`src/rtl/hermes_vc_buffer_if.sv`:
```
// Link bundle of the Hermes virtual-channel input buffer: the shared input link
// plus the per-channel handshakes toward switch control and the crossbar.
interface hermes_vc_buffer_if #(
  parameter int NUM_VC      = 2,
  parameter int BUFFER_SIZE = 8,
  parameter int FLIT_SIZE   = 32
);
  localparam int VW = (NUM_VC > 1) ? $clog2(NUM_VC) : 1;
  localparam int CW = $clog2(BUFFER_SIZE) + 1;

  logic                        rx_i;
  logic [VW-1:0]               vc_i;
  logic [FLIT_SIZE-1:0]        data_i;
  logic [NUM_VC-1:0]           credit_o;
  logic [NUM_VC-1:0]           req_o;
  logic [NUM_VC-1:0]           req_ack_i;
  logic [NUM_VC-1:0]           data_av_o;
  logic [NUM_VC-1:0]           data_ack_i;
  logic [NUM_VC-1:0]           sending_o;
  logic [NUM_VC*FLIT_SIZE-1:0] data_o;
  logic [NUM_VC*CW-1:0]        count_o;

  modport slave (
    input  rx_i, vc_i, data_i, req_ack_i, data_ack_i,
    output credit_o, req_o, data_av_o, sending_o, data_o, count_o
  );

  modport master (
    output rx_i, vc_i, data_i, req_ack_i, data_ack_i,
    input  credit_o, req_o, data_av_o, sending_o, data_o, count_o
  );
endinterface

```
`src/rtl/hermes_vc_buffer.sv`:
```
// Hermes router input port: NUM_VC independent credit-based circular FIFOs fed by
// one shared link, each with its own packet-framing FSM toward the switch.
module hermes_vc_buffer #(
  parameter int NUM_VC      = 2,
  parameter int BUFFER_SIZE = 8,
  parameter int FLIT_SIZE   = 32
) (
  input logic               clk_i,
  input logic               rst_ni,
  hermes_vc_buffer_if.slave link
);
  localparam int VW = (NUM_VC > 1) ? $clog2(NUM_VC) : 1;
  localparam int CW = $clog2(BUFFER_SIZE) + 1;
  localparam int PW = $clog2(BUFFER_SIZE);

  typedef enum logic [6:0] {
    S_INIT    = 7'b0000001,
    S_REQ     = 7'b0000010,
    S_HEADER  = 7'b0000100,
    S_SIZE    = 7'b0001000,
    S_PAYLOAD = 7'b0010000,
    S_END     = 7'b0100000,
    S_END2    = 7'b1000000
  } state_t;

  for (genvar v = 0; v < NUM_VC; v++) begin : g_vc
    logic [FLIT_SIZE-1:0] mem [BUFFER_SIZE];
    logic [PW-1:0]        head;
    logic [PW-1:0]        tail;
    logic [CW-1:0]        count;
    logic [FLIT_SIZE-1:0] flit_cntr;
    logic [FLIT_SIZE-1:0] flit_cntr_next;
    logic [FLIT_SIZE-1:0] tail_flit;
    state_t               state;
    state_t               state_next;
    logic                 push;
    logic                 pop;
    logic                 sending;
    logic                 not_full;
    logic                 not_empty;

    assign not_full  = (count != CW'(BUFFER_SIZE));
    assign not_empty = (count != '0);
    assign tail_flit = mem[tail];
    assign sending   = (state == S_HEADER) || (state == S_SIZE) || (state == S_PAYLOAD);
    assign push      = link.rx_i && (link.vc_i == VW'(v)) && not_full;
    // An ack on an empty channel is not a pop, so it must never move the FSM.
    assign pop       = sending && link.data_ack_i[v] && not_empty;

    // Flit storage is deliberately left out of reset.
    always_ff @(posedge clk_i) begin
      if (push) begin
        mem[head] <= link.data_i;
      end
    end

    always_ff @(posedge clk_i or negedge rst_ni) begin
      if (!rst_ni) begin
        head      <= '0;
        tail      <= '0;
        count     <= '0;
        flit_cntr <= '0;
        state     <= S_INIT;
      end else begin
        if (push) head <= head + PW'(1);
        if (pop)  tail <= tail + PW'(1);
        if (push && !pop)      count <= count + CW'(1);
        else if (pop && !push) count <= count - CW'(1);
        flit_cntr <= flit_cntr_next;
        state     <= state_next;
      end
    end

    // A size flit of zero ends the packet right after SIZE.
    always_comb begin
      state_next     = state;
      flit_cntr_next = flit_cntr;
      case (state)
        S_INIT:    if (not_empty) state_next = S_REQ;
        S_REQ:     if (link.req_ack_i[v]) state_next = S_HEADER;
        S_HEADER:  if (pop) state_next = S_SIZE;
        S_SIZE: begin
          if (pop) begin
            flit_cntr_next = tail_flit;
            state_next     = (tail_flit == '0) ? S_END : S_PAYLOAD;
          end
        end
        S_PAYLOAD: begin
          if (pop) begin
            flit_cntr_next = flit_cntr - FLIT_SIZE'(1);
            if (flit_cntr == FLIT_SIZE'(1)) state_next = S_END;
          end
        end
        S_END:     state_next = S_END2;
        S_END2:    state_next = S_INIT;
        default:   state_next = S_INIT;
      endcase
    end

    assign link.credit_o[v]                 = not_full;
    assign link.req_o[v]                    = (state == S_REQ);
    assign link.sending_o[v]                = sending;
    assign link.data_av_o[v]                = sending && not_empty;
    assign link.data_o[v*FLIT_SIZE +: FLIT_SIZE] = tail_flit;
    assign link.count_o[v*CW +: CW]         = count;
  end
endmodule
```
`src/flat_wrapper.sv`:
```
// flat-port wrapper written by rule: the top's interface ports become plain ports
module hermes_vc_buffer_flat 
#(
  parameter int NUM_VC      = 2,
  parameter int BUFFER_SIZE = 8,
  parameter int FLIT_SIZE   = 32
)
  (clk_i, rst_ni, link_rx_i, link_vc_i, link_data_i, link_req_ack_i, link_data_ack_i, link_credit_o, link_req_o, link_data_av_o, link_sending_o, link_data_o, link_count_o);
  hermes_vc_buffer_if #(.NUM_VC(NUM_VC), .BUFFER_SIZE(BUFFER_SIZE), .FLIT_SIZE(FLIT_SIZE)) link_i ();
  input logic clk_i;
  input logic rst_ni;
  input wire logic [$bits(link_i.rx_i)-1:0] link_rx_i;
  input wire logic [$bits(link_i.vc_i)-1:0] link_vc_i;
  input wire logic [$bits(link_i.data_i)-1:0] link_data_i;
  input wire logic [$bits(link_i.req_ack_i)-1:0] link_req_ack_i;
  input wire logic [$bits(link_i.data_ack_i)-1:0] link_data_ack_i;
  output wire logic [$bits(link_i.credit_o)-1:0] link_credit_o;
  output wire logic [$bits(link_i.req_o)-1:0] link_req_o;
  output wire logic [$bits(link_i.data_av_o)-1:0] link_data_av_o;
  output wire logic [$bits(link_i.sending_o)-1:0] link_sending_o;
  output wire logic [$bits(link_i.data_o)-1:0] link_data_o;
  output wire logic [$bits(link_i.count_o)-1:0] link_count_o;
  assign link_i.rx_i = link_rx_i;
  assign link_i.vc_i = link_vc_i;
  assign link_i.data_i = link_data_i;
  assign link_i.req_ack_i = link_req_ack_i;
  assign link_i.data_ack_i = link_data_ack_i;
  assign link_credit_o = link_i.credit_o;
  assign link_req_o = link_i.req_o;
  assign link_data_av_o = link_i.data_av_o;
  assign link_sending_o = link_i.sending_o;
  assign link_data_o = link_i.data_o;
  assign link_count_o = link_i.count_o;
  hermes_vc_buffer #(.NUM_VC(NUM_VC), .BUFFER_SIZE(BUFFER_SIZE), .FLIT_SIZE(FLIT_SIZE)) u_core (.clk_i(clk_i), .rst_ni(rst_ni), .link(link_i));
endmodule
```
`config.mk`:
```
export PLATFORM = sky130hd
export DESIGN_NAME = hermes_vc_buffer_flat
export DESIGN_NICKNAME = d
export VERILOG_FILES = /design/src/rtl/hermes_vc_buffer_if.sv /design/src/rtl/hermes_vc_buffer.sv /design/src/flat_wrapper.sv
export SDC_FILE = /design/constraint.sdc
export NUM_CORES = 1
export LEC_CHECK = 0
export CAP_MARGIN = 10
export CORE_UTILIZATION = 50
export CTS_CLUSTER_DIAMETER = 60
export DETAILED_ROUTE_END_ITERATION = 7
export PLACE_DENSITY = 0.68
export SYNTH_ARGS = -nofsm -noshare
export SYNTH_HDL_FRONTEND = slang
export SYNTH_SLANG_ARGS = --single-unit
```
`constraint.sdc`:
```
create_clock -name clk_i -period 8.2 [get_ports clk_i]
set_input_delay 1.23 -clock clk_i [delete_from_list [all_inputs] [get_ports clk_i]]
set_output_delay 1.23 -clock clk_i [all_outputs]
set_load 0.01 [all_outputs]
```
==> metrics <==
run status=finished, final reports clean; Final Max Slew Viols=0; sequential standard cell area=roughly 18000 sq um; overall power consumption=between 0.01 and 0.015 W; count of endpoints failing hold in the final timing report=0; Async S/R FF share, synth=16.07%; Worst EP arrival=between 4000 and 5000 ps; cell with the largest stage delay on the worst path=sky130_fd_sc_hd__dfrtp_4; share of the yosys chip area belonging to registers=a little over two thirds; Core Region=around 50000 sq um; depth of the worst hold-timing path=2; Final Skew=roughly 15 ps; r2r worst-path depth=8; number of gates resized after cts=0; clock insertion delay at the later pin of the skew report=roughly 610 ps; Sw Pwr=~0.0034 W; total routed wirelength=just under 60000 um; Final period util=~65%; number of enable flip-flop cells after synthesis=between 500 and 600; clock root cell=sky130_fd_sc_hd__clkbuf_16; RSZ-0062 raised after global routing=false; Avg Synthesized Cell Area=roughly 16 sq um; combinational fraction of design power=roughly a third; Die Span X=roughly 230 um; Worst EP required=between 6000 and 7000 ps; Initial DRC Count=around 1400; worst hold slack=approximately 480 ps; initial antenna violation count=6; y dimension of the die=~230 um; switching power as a share of total power=between 30% and 40%; Overall Global Routing Usage=between 20% and 30%; number of CTS-inserted buffers=60; total global routing overflow=0; die area=51620 sq um; TritonCTS sink count=610; final instance area=29370 sq um; H-tree levels=2; CTS tree=done; hold bufs inserted after CTS=0; vias post-DR=between 10000 and 15000; post-DR wirelength/cell=around 24 um; placer congestion estimate=0.8654; crit path cell chain=buf_4 > mux2i_1 > a22o_1 > a221oi_1 > clkdlybuf4s50_1; number of vias per cell=6.015; largest vdd supply drop=roughly 0.00017 V; residual antenna-violating net count after detailed routing=0; CTS clock-pin slew for the worst setup and hold paths=about 60 ps; total internal power=0.007004 W; Longest Clk Path Bufs=3; worst min path class=reg2reg; delay contributed by the slowest stage of the critical path=between 900 and 1000 ps; max-capacitance violation count=0; achievable frequency=roughly 190 MHz; vias in the first global route=around 14000; number of synthesized register bits=between 600 and 700; type of the setup path with the least slack=reg2out; crit end category=primary output; warnings from Yosys=0; number of nets in the layout=~1800; min Tclk post-route=5331 ps; fraction of layout cells with a size suffix above 1=between 10% and 20%; Post-Route Setup TNS=0 ps; initial core utilization=roughly 51%; number of setup violations in the final report=0; total cell area at the placement stage=27400 sq um; post-synth cell types=67; slew at the pin closest to its max-slew limit=between 1000 and 1500 ps; router iterations before antenna repair=5; Power per Cell Area=353.0 nW/um^2; Final WS setup=2869 ps; pin count of the biggest net entering global routing=60; primary flip-flop cell chosen by synthesis mapping=sky130_fd_sc_hd__edfxtp_1; I/O pin total=120; number of standard-cell rows in the floorplan=just over 80; placement-stage worst setup slack=between 3000 and 4000 ps; type of element launching the critical path=register; Area growth syn-to-layout=15.83%; clock network power share=26.6%; worst-case headroom to the max-slew limit=a little over a quarter; synthesized instance count=1578; net count of the mapped netlist=1634; post-detailed-route DRC marker count=0; Port Buf Inserts=roughly 120; area of the multi-input gates=7152 sq um; total of fill cells in the finished design=3823; cell area after synthesis=between 20000 and 30000 sq um; post-CTS repair timing setup buffer count=0; wire length of the first global-routing pass=roughly 88000 um; post-detail-place hpwl=35140 um; leakage dissipation=between 9 and 10 nW; largest fanout of any net on the critical path=50; part of the total power dissipated in sequential elements=between 40% and 50%
==> worst max-delay path, delay by kind of cell (launching register included) <==
family,cells,cell delay [ps]
AO/OA/AOI/OAI,2,860
buffers and inverters,2,1440
multiplexers,1,160
flip-flops,1,920
==> placed cells by master, fill, tap and decap left out, types with 15 or more instances in the layout <==
cell type                         Yosys  routed
sky130_fd_sc_hd__a21oi_1             81      81
sky130_fd_sc_hd__a221oi_1            16      16
sky130_fd_sc_hd__a22o_1              23      23
sky130_fd_sc_hd__buf_4                5      34
sky130_fd_sc_hd__clkbuf_16            0      61
sky130_fd_sc_hd__clkdlybuf4s50_1      0     118
sky130_fd_sc_hd__clkinv_1             0      21
sky130_fd_sc_hd__dfrtp_1             96      92
sky130_fd_sc_hd__edfxtp_1           512     512
sky130_fd_sc_hd__inv_1               34      34
sky130_fd_sc_hd__mux2_2              36      36
sky130_fd_sc_hd__mux2i_1            101     101
sky130_fd_sc_hd__mux4_2              80      80
sky130_fd_sc_hd__nand2_1             67      67
sky130_fd_sc_hd__nand2b_1            15      15
sky130_fd_sc_hd__nor2_1              80      68
sky130_fd_sc_hd__nor3_1              35      31
sky130_fd_sc_hd__nor4_1              26      26
sky130_fd_sc_hd__o21ai_0             80      80
sky130_fd_sc_hd__o22ai_1             18      18
==> power groups by stage <==
stage          logic, W  registers, W  clock network [W]
6_report        0.00341       0.00420            0.00276
5_1_grt         0.00367       0.00425            0.00293
4_1_cts         0.00344       0.00419            0.00281
3_5_place_dp    0.00342       0.00425                  0
3_3_place_gp    0.00336       0.00423                  0
2_1_floorplan   0.00220       0.00404                  0
==> cell type report <==
| cell class | count | area share (%) |
|---|---|---|
| Sequential cell | 610 | 60.74 |
| Clock buffer | 68 | 5.286 |
| Inverter | 34 | 0.4345 |
| Tap cell | 672 | 2.863 |
| Antenna cell | 1 | 0.008520 |
| Clock inverter | 42 | 1.431 |
| Multi-Input combinational cell | 845 | 24.35 |
| Timing Repair Buffer | 152 | 4.890 |
==> flip-flops by register name, summed over array words and instances, names as in the netlist <==
signal / cells
u_core.g_vc.flit_cntr: 64
u_core.g_vc.tail: 6
u_core.g_vc.state: 14
u_core.g_vc.count: 8
u_core.g_vc.mem: 512
u_core.g_vc.head: 6
==> synth_stat cells (4+ instances only) <==
master | n | area [sq um]
sky130_fd_sc_hd__edfxtp_1 | 512 | 15370
sky130_fd_sc_hd__a32o_1 | 4 | 40.04
sky130_fd_sc_hd__a32oi_1 | 4 | 35.03
sky130_fd_sc_hd__buf_2 | 15 | 75.07
sky130_fd_sc_hd__nand2_1 | 67 | 251.5
sky130_fd_sc_hd__nor3b_1 | 4 | 30.03
sky130_fd_sc_hd__clkbuf_1 | 57 | 214.0
sky130_fd_sc_hd__a31oi_1 | 12 | 75.07
sky130_fd_sc_hd__a21oi_1 | 81 | 405.4
sky130_fd_sc_hd__nor2_1 | 80 | 300.3
sky130_fd_sc_hd__a221oi_1 | 16 | 140.1
sky130_fd_sc_hd__or3_1 | 9 | 56.30
sky130_fd_sc_hd__mux4_2 | 80 | 1802
sky130_fd_sc_hd__buf_4 | 5 | 37.54
sky130_fd_sc_hd__dfrtp_1 | 96 | 2402
sky130_fd_sc_hd__or4_1 | 7 | 52.55
sky130_fd_sc_hd__xnor2_1 | 12 | 105.1
sky130_fd_sc_hd__nor2b_1 | 6 | 37.54
sky130_fd_sc_hd__ha_1 | 14 | 175.2
sky130_fd_sc_hd__a22oi_1 | 8 | 60.06
sky130_fd_sc_hd__o22a_1 | 4 | 35.03
sky130_fd_sc_hd__buf_1 | 12 | 45.04
sky130_fd_sc_hd__o31ai_1 | 5 | 37.54
sky130_fd_sc_hd__nand3_1 | 11 | 55.05
sky130_fd_sc_hd__nand4_1 | 11 | 68.82
sky130_fd_sc_hd__a22o_1 | 23 | 201.4
sky130_fd_sc_hd__inv_1 | 34 | 127.6
sky130_fd_sc_hd__nand2b_1 | 15 | 93.84
sky130_fd_sc_hd__nor4_1 | 26 | 162.7
sky130_fd_sc_hd__nor3_1 | 35 | 175.2
sky130_fd_sc_hd__a21o_1 | 8 | 60.06
sky130_fd_sc_hd__o21ai_0 | 80 | 400.4
sky130_fd_sc_hd__mux2i_1 | 101 | 1011
sky130_fd_sc_hd__o221ai_1 | 9 | 78.83
sky130_fd_sc_hd__o22ai_1 | 18 | 112.6
sky130_fd_sc_hd__xor2_1 | 6 | 52.55
sky130_fd_sc_hd__mux2_2 | 36 | 405.4
==> worst paths after layout <==
check	startpoint	end	slack, ps
worst max register to register	u_core.g_vc[1].tail[0]$_DFFE_PN0P_	u_core.g_vc[1].state[5]$_DFFE_PN0P_	3880
worst min register to register	u_core.g_vc[0].flit_cntr[21]$_DFFE_PN0P_	u_core.g_vc[0].flit_cntr[21]$_DFFE_PN0P_	480
worst min-delay path	u_core.g_vc[0].flit_cntr[21]$_DFFE_PN0P_	u_core.g_vc[0].flit_cntr[21]$_DFFE_PN0P_	480
max in group asynchronous	rst_ni	u_core.g_vc[0].tail[1]$_DFFE_PN0P_	6260
worst max-delay path	u_core.g_vc[0].tail[1]$_DFFE_PN0P_	link_data_o[29]	2870
min in group asynchronous	rst_ni	u_core.g_vc[1].state[1]$_DFFE_PN0P_	620
==> kinds of logic after synthesis <==
family                   Yosys count  synth area share, %
flip-flops                       610                70.31
AND/OR/NAND/NOR                  300                6.193
AO/OA/AOI/OAI                    294                7.362
multiplexers                     217                12.69
buffers and inverters            123                1.969
XOR/XNOR                          18               0.6217
adder cells (fa/ha/maj)           16               0.8487
==> layer usage <==
| layer | GRT usage [%] | share of wire, % | vias up |
|---|---|---|---|
| met5 | 0 | 0.10 | - |
| met4 | 8.140 | 3.0 | 10 |
| met3 | 4.169 | 6.3 | 112 |
| met2 | 37.05 | 49 | 507 |
| met1 | 31.42 | 42 | 7429 |
| li1 | - | - | 6522 |
==> metrics by stage <==
stage / util (%) / std cells
5_1_grt: 58.66 / 2423
4_1_cts: 58.66 / 2423
6_report: 58.66 / 2424
2_1_floorplan: - / 1578
3_5_place_dp: 54.72 / 2313
3_3_place_gp: 54.72 / 2313
Power figures use the tool's default switching activity.
